## src/rtl/cla_bist_if.sv

```systemverilog
// Adder-under-test bus: operands and carry-in driven by the BIST engine,
// sum and carry-out returned by the adder.
interface cla_bist_if #(
  parameter int WIDTH = 4
);
  logic [WIDTH-1:0] dut_a;
  logic [WIDTH-1:0] dut_b;
  logic             dut_cin;
  logic [WIDTH-1:0] dut_s;
  logic             dut_cout;

  modport master (
    output dut_a, dut_b, dut_cin,
    input  dut_s, dut_cout
  );

  modport slave (
    input  dut_a, dut_b, dut_cin,
    output dut_s, dut_cout
  );
endinterface

```

## src/rtl/cla_bist.sv

```systemverilog
// Exhaustive stimulus/response checker for a registered carry-lookahead adder:
// sweeps every {cin, b, a}, aligns the reference sum to the adder latency and tallies mismatches.
module cla_bist #(
  parameter int WIDTH   = 4,
  parameter int LATENCY = 1
) (
  input  logic              clk,
  input  logic              rst_n,
  input  logic              start,
  cla_bist_if.master        adder,
  output logic              busy,
  output logic              done,
  output logic              pass,
  output logic [7:0]        err_count,
  output logic [2*WIDTH:0]  first_fail
);
  localparam int IW    = 2 * WIDTH + 1;
  localparam int DEPTH = LATENCY + 1;
  localparam logic [IW-1:0] LAST_IDX = '1;

  typedef enum logic [1:0] {IDLE, RUN, DRAIN, DONE} state_t;

  state_t          state_reg, state_next;
  logic [IW-1:0]   idx_reg;
  logic [2:0]      drain_reg;
  logic            launch, present;
  logic [WIDTH:0]  exp_now;
  logic            mismatch;

  // Alignment pipe: one stage per clk edge between presentation and compare.
  logic            pipe_valid_reg [DEPTH];
  logic [WIDTH:0]  pipe_exp_reg   [DEPTH];
  logic [IW-1:0]   pipe_idx_reg   [DEPTH];

  always_ff @(posedge clk or negedge rst_n) begin
    if (!rst_n) state_reg <= IDLE;
    else        state_reg <= state_next;
  end

  always_comb begin
    state_next = state_reg;
    launch     = 1'b0;
    present    = 1'b0;
    case (state_reg)
      IDLE: begin
        if (start) begin
          launch     = 1'b1;
          state_next = RUN;
        end
      end
      RUN: begin
        present = 1'b1;
        if (idx_reg == LAST_IDX) state_next = DRAIN;
      end
      DRAIN: begin
        if (drain_reg == 3'(LATENCY)) state_next = DONE;
      end
      DONE: begin
        if (start) begin
          launch     = 1'b1;
          state_next = RUN;
        end
      end
      default: state_next = IDLE;
    endcase
  end

  always_ff @(posedge clk or negedge rst_n) begin
    if (!rst_n) begin
      idx_reg       <= '0;
      drain_reg     <= '0;
      adder.dut_a   <= '0;
      adder.dut_b   <= '0;
      adder.dut_cin <= 1'b0;
    end else begin
      if (launch)                              idx_reg <= '0;
      else if (present && idx_reg != LAST_IDX) idx_reg <= idx_reg + 1'b1;
      drain_reg <= (state_reg == DRAIN) ? drain_reg + 3'd1 : 3'd0;
      if (present) begin
        adder.dut_a   <= idx_reg[WIDTH-1:0];
        adder.dut_b   <= idx_reg[2*WIDTH-1:WIDTH];
        adder.dut_cin <= idx_reg[2*WIDTH];
      end
    end
  end

  assign exp_now = {1'b0, idx_reg[WIDTH-1:0]} + {1'b0, idx_reg[2*WIDTH-1:WIDTH]}
                 + {{WIDTH{1'b0}}, idx_reg[2*WIDTH]};

  always_ff @(posedge clk or negedge rst_n) begin
    if (!rst_n) begin
      pipe_valid_reg[0] <= 1'b0;
      pipe_exp_reg[0]   <= '0;
      pipe_idx_reg[0]   <= '0;
    end else begin
      pipe_valid_reg[0] <= present;
      pipe_exp_reg[0]   <= exp_now;
      pipe_idx_reg[0]   <= idx_reg;
    end
  end

  generate
    for (genvar gi = 1; gi < DEPTH; gi++) begin : g_pipe
      always_ff @(posedge clk or negedge rst_n) begin
        if (!rst_n) begin
          pipe_valid_reg[gi] <= 1'b0;
          pipe_exp_reg[gi]   <= '0;
          pipe_idx_reg[gi]   <= '0;
        end else begin
          pipe_valid_reg[gi] <= pipe_valid_reg[gi-1];
          pipe_exp_reg[gi]   <= pipe_exp_reg[gi-1];
          pipe_idx_reg[gi]   <= pipe_idx_reg[gi-1];
        end
      end
    end
  endgenerate

  assign mismatch = pipe_valid_reg[DEPTH-1]
                  && ({adder.dut_cout, adder.dut_s} != pipe_exp_reg[DEPTH-1]);

  // err_count doubles as the "no failure seen yet" flag for first_fail capture.
  always_ff @(posedge clk or negedge rst_n) begin
    if (!rst_n) begin
      err_count  <= '0;
      first_fail <= '0;
    end else if (launch) begin
      err_count  <= '0;
      first_fail <= '0;
    end else if (mismatch) begin
      if (err_count != 8'hFF) err_count  <= err_count + 8'd1;
      if (err_count == 8'h00) first_fail <= pipe_idx_reg[DEPTH-1];
    end
  end

  assign busy = (state_reg == RUN) || (state_reg == DRAIN);
  assign done = (state_reg == DONE);
  assign pass = done && (err_count == 8'h00);

endmodule

```

## src/flat_wrapper.sv

```systemverilog
// flat-port wrapper written by rule: the top's interface ports become plain ports
module cla_bist_flat 
#(
  parameter int WIDTH   = 4,
  parameter int LATENCY = 1
)
  (clk, rst_n, start, busy, done, pass, err_count, first_fail, adder_dut_a, adder_dut_b, adder_dut_cin, adder_dut_s, adder_dut_cout);
  cla_bist_if #(.WIDTH(WIDTH)) adder_i ();
  input  logic clk;
  input  logic rst_n;
  input  logic start;
  output logic busy;
  output logic done;
  output logic pass;
  output logic [7:0] err_count;
  output logic [2*WIDTH:0] first_fail;
  output wire logic [$bits(adder_i.dut_a)-1:0] adder_dut_a;
  output wire logic [$bits(adder_i.dut_b)-1:0] adder_dut_b;
  output wire logic [$bits(adder_i.dut_cin)-1:0] adder_dut_cin;
  input wire logic [$bits(adder_i.dut_s)-1:0] adder_dut_s;
  input wire logic [$bits(adder_i.dut_cout)-1:0] adder_dut_cout;
  assign adder_dut_a = adder_i.dut_a;
  assign adder_dut_b = adder_i.dut_b;
  assign adder_dut_cin = adder_i.dut_cin;
  assign adder_i.dut_s = adder_dut_s;
  assign adder_i.dut_cout = adder_dut_cout;
  cla_bist #(.WIDTH(WIDTH), .LATENCY(LATENCY)) u_core (.clk(clk), .rst_n(rst_n), .start(start), .adder(adder_i), .busy(busy), .done(done), .pass(pass), .err_count(err_count), .first_fail(first_fail));
endmodule
```

## config.mk

```make
export PLATFORM = sky130hd
export DESIGN_NAME = cla_bist_flat
export DESIGN_NICKNAME = d
export VERILOG_FILES = /design/src/rtl/cla_bist_if.sv /design/src/rtl/cla_bist.sv /design/src/flat_wrapper.sv
export SDC_FILE = /design/constraint.sdc
export NUM_CORES = 1
export LEC_CHECK = 0
export CAP_MARGIN = 20
export CORE_MARGIN = 4
export CORE_UTILIZATION = 35
export CTS_CLUSTER_SIZE = 20
export DETAILED_ROUTE_END_ITERATION = 8
export GPL_TIMING_DRIVEN = 0
export PLACE_DENSITY = 0.53
export SYNTH_ARGS = -nofsm -noshare
export SYNTH_HDL_FRONTEND = slang
export SYNTH_SLANG_ARGS = --single-unit
```

## constraint.sdc

```tcl
create_clock -name clk -period 3 [get_ports clk]
set_input_delay 0.6 -clock clk [delete_from_list [all_inputs] [get_ports clk]]
set_output_delay 0.6 -clock clk [all_outputs]
set_load 0.05 [all_outputs]
```

Word level (Yosys, flattened, before mapping)
Index checks and enable logic that the tools add are counted.
Storage, ports and cells
  memories: 0
  bits in latches: 0
  bits in writable memories: 0
  memory bits (read-only): 0
  input port bits: 8
  flip-flop bits (word level): 70
Operators by class
  muxes and demuxes: 16
  bitwise operators: 0
  add/subtract/negate cells: 5
  equality and inequality tests: 11
  $mul: 0
  magnitude comparators: 0
  div/mod/pow operators: 0
  shifts and indexed selects: 0
  reduce and logical (&&, ||, !) cells: 14
Operator list (number)
  two-way mux 9 bit: 5
  two-way mux 8 bit: 3
  adder 9 x 1 -> 9 bit (second input constant): 1
  == test 9 bit (second input constant): 1
  != test 9 bit (second input constant): 1
  adder 8 x 1 -> 8 bit (second input constant): 1
  logical NOT 8 bit: 1
  != test 8 bit (second input constant): 1
  nonzero test 2 bit: 4
  two-way mux 2 bit: 3
  != test 2 x 1 -> 1 bit (second input constant): 3
  one-hot mux 2 bit (3 select lines): 1
  adder 4 x 4 -> 5 bit: 1
  adder 5 x 1 -> 5 bit: 1
  != test 5 bit: 1
  == test 2 bit (second input constant): 2
  AND reduction 2 bit: 2
  adder 3 x 1 -> 3 bit (second input constant): 1
  == test 3 x 1 -> 1 bit (second input constant): 1
  logical AND 1 bit: 3
  two-way mux 1 bit: 3
  two-way mux 3 bit: 1
  AND reduction 3 bit: 1
  == test 2 x 1 -> 1 bit (second input constant): 1
  3 further kinds: 3

Depth between registers and ports, before layout
  depth after elaboration: 5
  gate-level depth with buffers: 10
  gate-level depth less buffers: 9

Worst setup path before layout
OpenSTA, ideal clock, no wires.
  kind: flip-flop to output port
  start point: register u_core.err_count[0]
  end point: output pass
  buffers on the path: 0
  data required time: 2.400 ns
  arrival: 1.534 ns
  stages on the path, launching flop included: 5
  slack: 0.866 ns
  cell sequence: dfrtp_1 -> inv_1 -> ha_1 -> nor4b_2 -> and3_1
Between the ends
  longest elaborated chain between the ends: 2
Ends and longest elaborated chain
  start: declaration: line cla_bist.sv:14  | output logic [7:0] err_count,
  start signal: assignment: line cla_bist.sv:130  | if (err_count != 8'hFF) err_count <= err_count + 8'd1;
  logical NOT 8 bit: line cla_bist.sv:137  | assign pass = done && (err_count == 8'h00);
  logical AND 1 bit: line cla_bist.sv:137
  end: declaration: line flat_wrapper.sv:14  | output logic pass;
No other way between the ends.

Final worst setup path
  start point: register u_core.state_reg[0]
  end point: output busy
Between the ends
  longest elaborated chain between the ends: 2
Ends and longest elaborated chain
  start: declaration: line cla_bist.sv:23  | state_t state_reg, state_next;
  start signal: assignment: line cla_bist.sv:37  | else state_reg <= state_next;
  == test 2 x 1 -> 1 bit or == test 2 bit (tied branches): line cla_bist.sv:135  | assign busy = (state_reg == RUN) || (state_reg == DRAIN);
  logical OR 1 bit (*): line cla_bist.sv:135
  end: declaration: line flat_wrapper.sv:12  | output logic busy;
Mark *: on every way between the ends. The rest lies on a longest branch, timed or not.

==> flow_metrics.py <==
metrics = {
    "status": {
        "status": "finished, final reports clean",
    },
    "synthesis": {
        "syn_inst": 240,
        "yosys_warnings": 0,
        "synth.distinct_cells": 36,
        "syn_area_per_cell_um2": 12.2,
        "synth_edf_count": 0,
        "synth_area_mm2": 0.00293,
        "ys_ff_latch": 70,
        "synth-main-ff-cell": "dfrtp_1",
        "syn_nets": 263,
        "ys_async_sr_fraction": 1.00,
        "synth_seq_area_share": 0.598,
    },
    "clocking": {
        "clockBufferDepth": 2,
        "root_buffer": "clkbuf_8",
        "clk_latency_ns": 0.34,
        "cts.sinks": 70,
        "cts-buffers-inserted": 9,
        "cts_tree": "done",
        "path_clk_slew_ns": 0.08,
        "htreeDepth": 3,
    },
    "die": {
        "fp-row-count": 33,
        "die_h_um": 99.5,
        "initial_core_util": 0.358,
        "fp.dieW_um": 99.5,
        "io_pins": 37,
        "fp.coreArea_mm2": 0.00818,
        "dieArea_mm2": 0.00990,
    },
    "critical_path": {
        "reg2reg_depth": 9,
        "cp-end-kind": "output pin",
        "reg2reg_slack_ns": 0.86,
        "cp.required_ns": 2.40,
        "critPathLaunchType": "flip-flop",
        "cp-startpoint": "u_core.state_reg[0]$_DFFE_PN0P_",
        "critical_path.endpoint": "busy",
        "r2r_end": "u_core.idx_reg[7]$_DFFE_PN0P_",
        "r2r_start": "u_core.idx_reg[0]$_DFFE_PN0P_",
        "cp_max_fo": 5,
        "critPathArrivalTime_ns": 2.05,
        "path_class": "reg2out",
    },
    "pwr": {
        "power_density_mw_per_mm2": 832,
        "max-vdd-ir-drop_v": 0.000447,
        "power.leakage_nw": 1.75,
    },
    "global_routing": {
        "antenna_found_initial": 0,
        "grt_pass1_wl_mm": 9.28,
        "grt_pass1_vias": 1886,
        "grt_overflow_total": 0,
        "grt_start_max_net_pins": 71,
        "grtUsageTotal": 0.120,
    },
    "final_layout": {
        "final_cell_mix": "dfrtp_1 (70), clkdlybuf4s50_1 (34), nand2_1 (18), o21ai_0 (15), nand3_1 (14)",
        "largest_reg_flops": 18,
        "utilization": 0.444,
        "fillerInstances": 769,
        "regArea_mm2": 0.00175,
        "multi_input_area_mm2": 0.00108,
        "syn2layout_area_growth_pct": 23.8,
        "drive_above_1_share": 0.127,
        "diodes": 0,
        "final_nets": 310,
        "layout_commonest_cell": "dfrtp_1",
    },
    "flow_run": {
        "max-cap-violations": 0,
    },
    "detailed_routing": {
        "ant_nets": 0,
        "drc_errors": 0,
        "drt_iter0_markers": 83,
        "dr.pass1.iters": 4,
        "vias": 1873,
        "vias_per_cell": 4.72,
        "routed_wl_mm": 5.39,
        "wl_per_cell_um": 13.6,
    },
    "timing": {
        "post-route-period-util": 0.883,
        "worst_pin_slew_ns": 0.871,
        "grt_setup_unrepaired": "no",
        "final-max-slew-violation-count": 0,
        "fin_crit_ns": 2.65,
        "final.setup.worst_slack_ns": 0.351,
        "final-hold-violation-count": 0,
        "hold_slack_ns": 0.345,
        "skew_ns": 0.00679,
        "relSlewSlack": 0.420,
        "fmax_mhz": 378,
        "setup_viol": 0,
    },
    "placement": {
        "port_buffers": 36,
        "place.gp.congestion": 0.796,
        "dp_hpwl_mm": 3.74,
        "post-place-ws_ns": 0.443,
    },
    "hold_path": {
        "worstHoldPathType": "reg2reg",
        "min_from": "u_core.pipe_valid_reg[1]$_DFF_PN0_",
    },
}
## cell families (layout without fill, tap and decap cells)
group,Yosys count,in the layout,synth area share
AND/OR/NAND/NOR,78,78,0.144
adder cells (fa/ha/maj),15,15,0.0692
buffers and inverters,18,70,0.0337
multiplexers,10,10,0.0380
XOR/XNOR,13,13,0.0389
AO/OA/AOI/OAI,36,36,0.0782
flip-flops,70,70,0.598
## stage by stage
step	total power, mW	cells	cell area, µm²	TNS [ns]
after floorplan	1.95	240	2930	0
after global placement	2.26	381	3420	-74.23
after detailed placement	2.28	381	3420	0
after CTS	3.07	397	3620	0
after global routing	3.22	397	3630	0
final	3.02	397	3630	0
## final cells by class
type | count | area share
Buffer | 7 | 0.0159
Clock buffer | 9 | 0.0342
Clock inverter | 7 | 0.0224
Inverter | 11 | 0.0114
Multi-Input combinational cell | 152 | 0.297
Sequential cell | 70 | 0.483
Tap cell | 105 | 0.0362
Timing Repair Buffer | 36 | 0.0994
## timing repair
item / CTS / global route
setup buffers: 0 / 0
resized for setup: 0 / 1
endpoints found under the setup margin: 0 / 1
hold buffers: 0 / 0
## synthesized netlist by cell type (all sizes together) (2+ instances only)
| master | n | area [µm²] |
|---|---|---|
| nor3 | 3 | 20.0 |
| nand2 | 18 | 67.6 |
| clkbuf | 2 | 7.51 |
| or3 | 3 | 18.8 |
| and2 | 3 | 21.3 |
| nand3 | 14 | 70.1 |
| o21ai | 15 | 75.1 |
| xor2 | 10 | 87.6 |
| xnor2 | 3 | 26.3 |
| ha | 13 | 163 |
| fa | 2 | 40.0 |
| a21o | 2 | 15.0 |
| nand2b | 4 | 25.0 |
| o31ai | 2 | 15.0 |
| nand4 | 7 | 50.1 |
| a21oi | 9 | 56.3 |
| o211ai | 6 | 45.0 |
| nor2b | 3 | 18.8 |
| or4 | 2 | 15.0 |
| dfrtp | 70 | 1750 |
| buf | 5 | 50.0 |
| nor2 | 12 | 45.0 |
| mux2 | 9 | 101 |
| and3 | 6 | 37.5 |
| inv | 11 | 41.3 |
## where the power goes
part / switching, mW / internal (mW)
registers: 0.118 / 1.10
logic: 0.655 / 0.366
clock network: 0.385 / 0.397
total: 1.16 / 1.86
## metal layers
metal	global-route usage	wire length, µm
met2	0.171	2420
met3	0.0288	241
met4	0.0630	110
met5	0	0
met1	0.170	2610
## how the worst min path moves through the flow
stage	cells past startpoint	slack, ns	to
floorplan	0	0.30	u_core.adder.dut_a[0]$_DFFE_PN0P_
global placement	0	0.33	u_core.pipe_exp_reg[2]$_DFF_PN0_
detailed placement	0	0.33	u_core.pipe_exp_reg[0]$_DFF_PN0_
CTS	0	0.35	u_core.pipe_exp_reg[0]$_DFF_PN0_
global route	0	0.35	u_core.pipe_idx_reg[6]$_DFF_PN0_
finish	0	0.34	u_core.pipe_valid_reg[0]$_DFF_PN0_
## worst max-delay path, cell delays in order, from the launching register on
cell,delay (ns)
dfrtp_1,0.42
inv_1,0.06
ha_1,0.34
inv_1,0.09
clkdlybuf4s50_1,0.80
(Power assumes the default switching activity.)
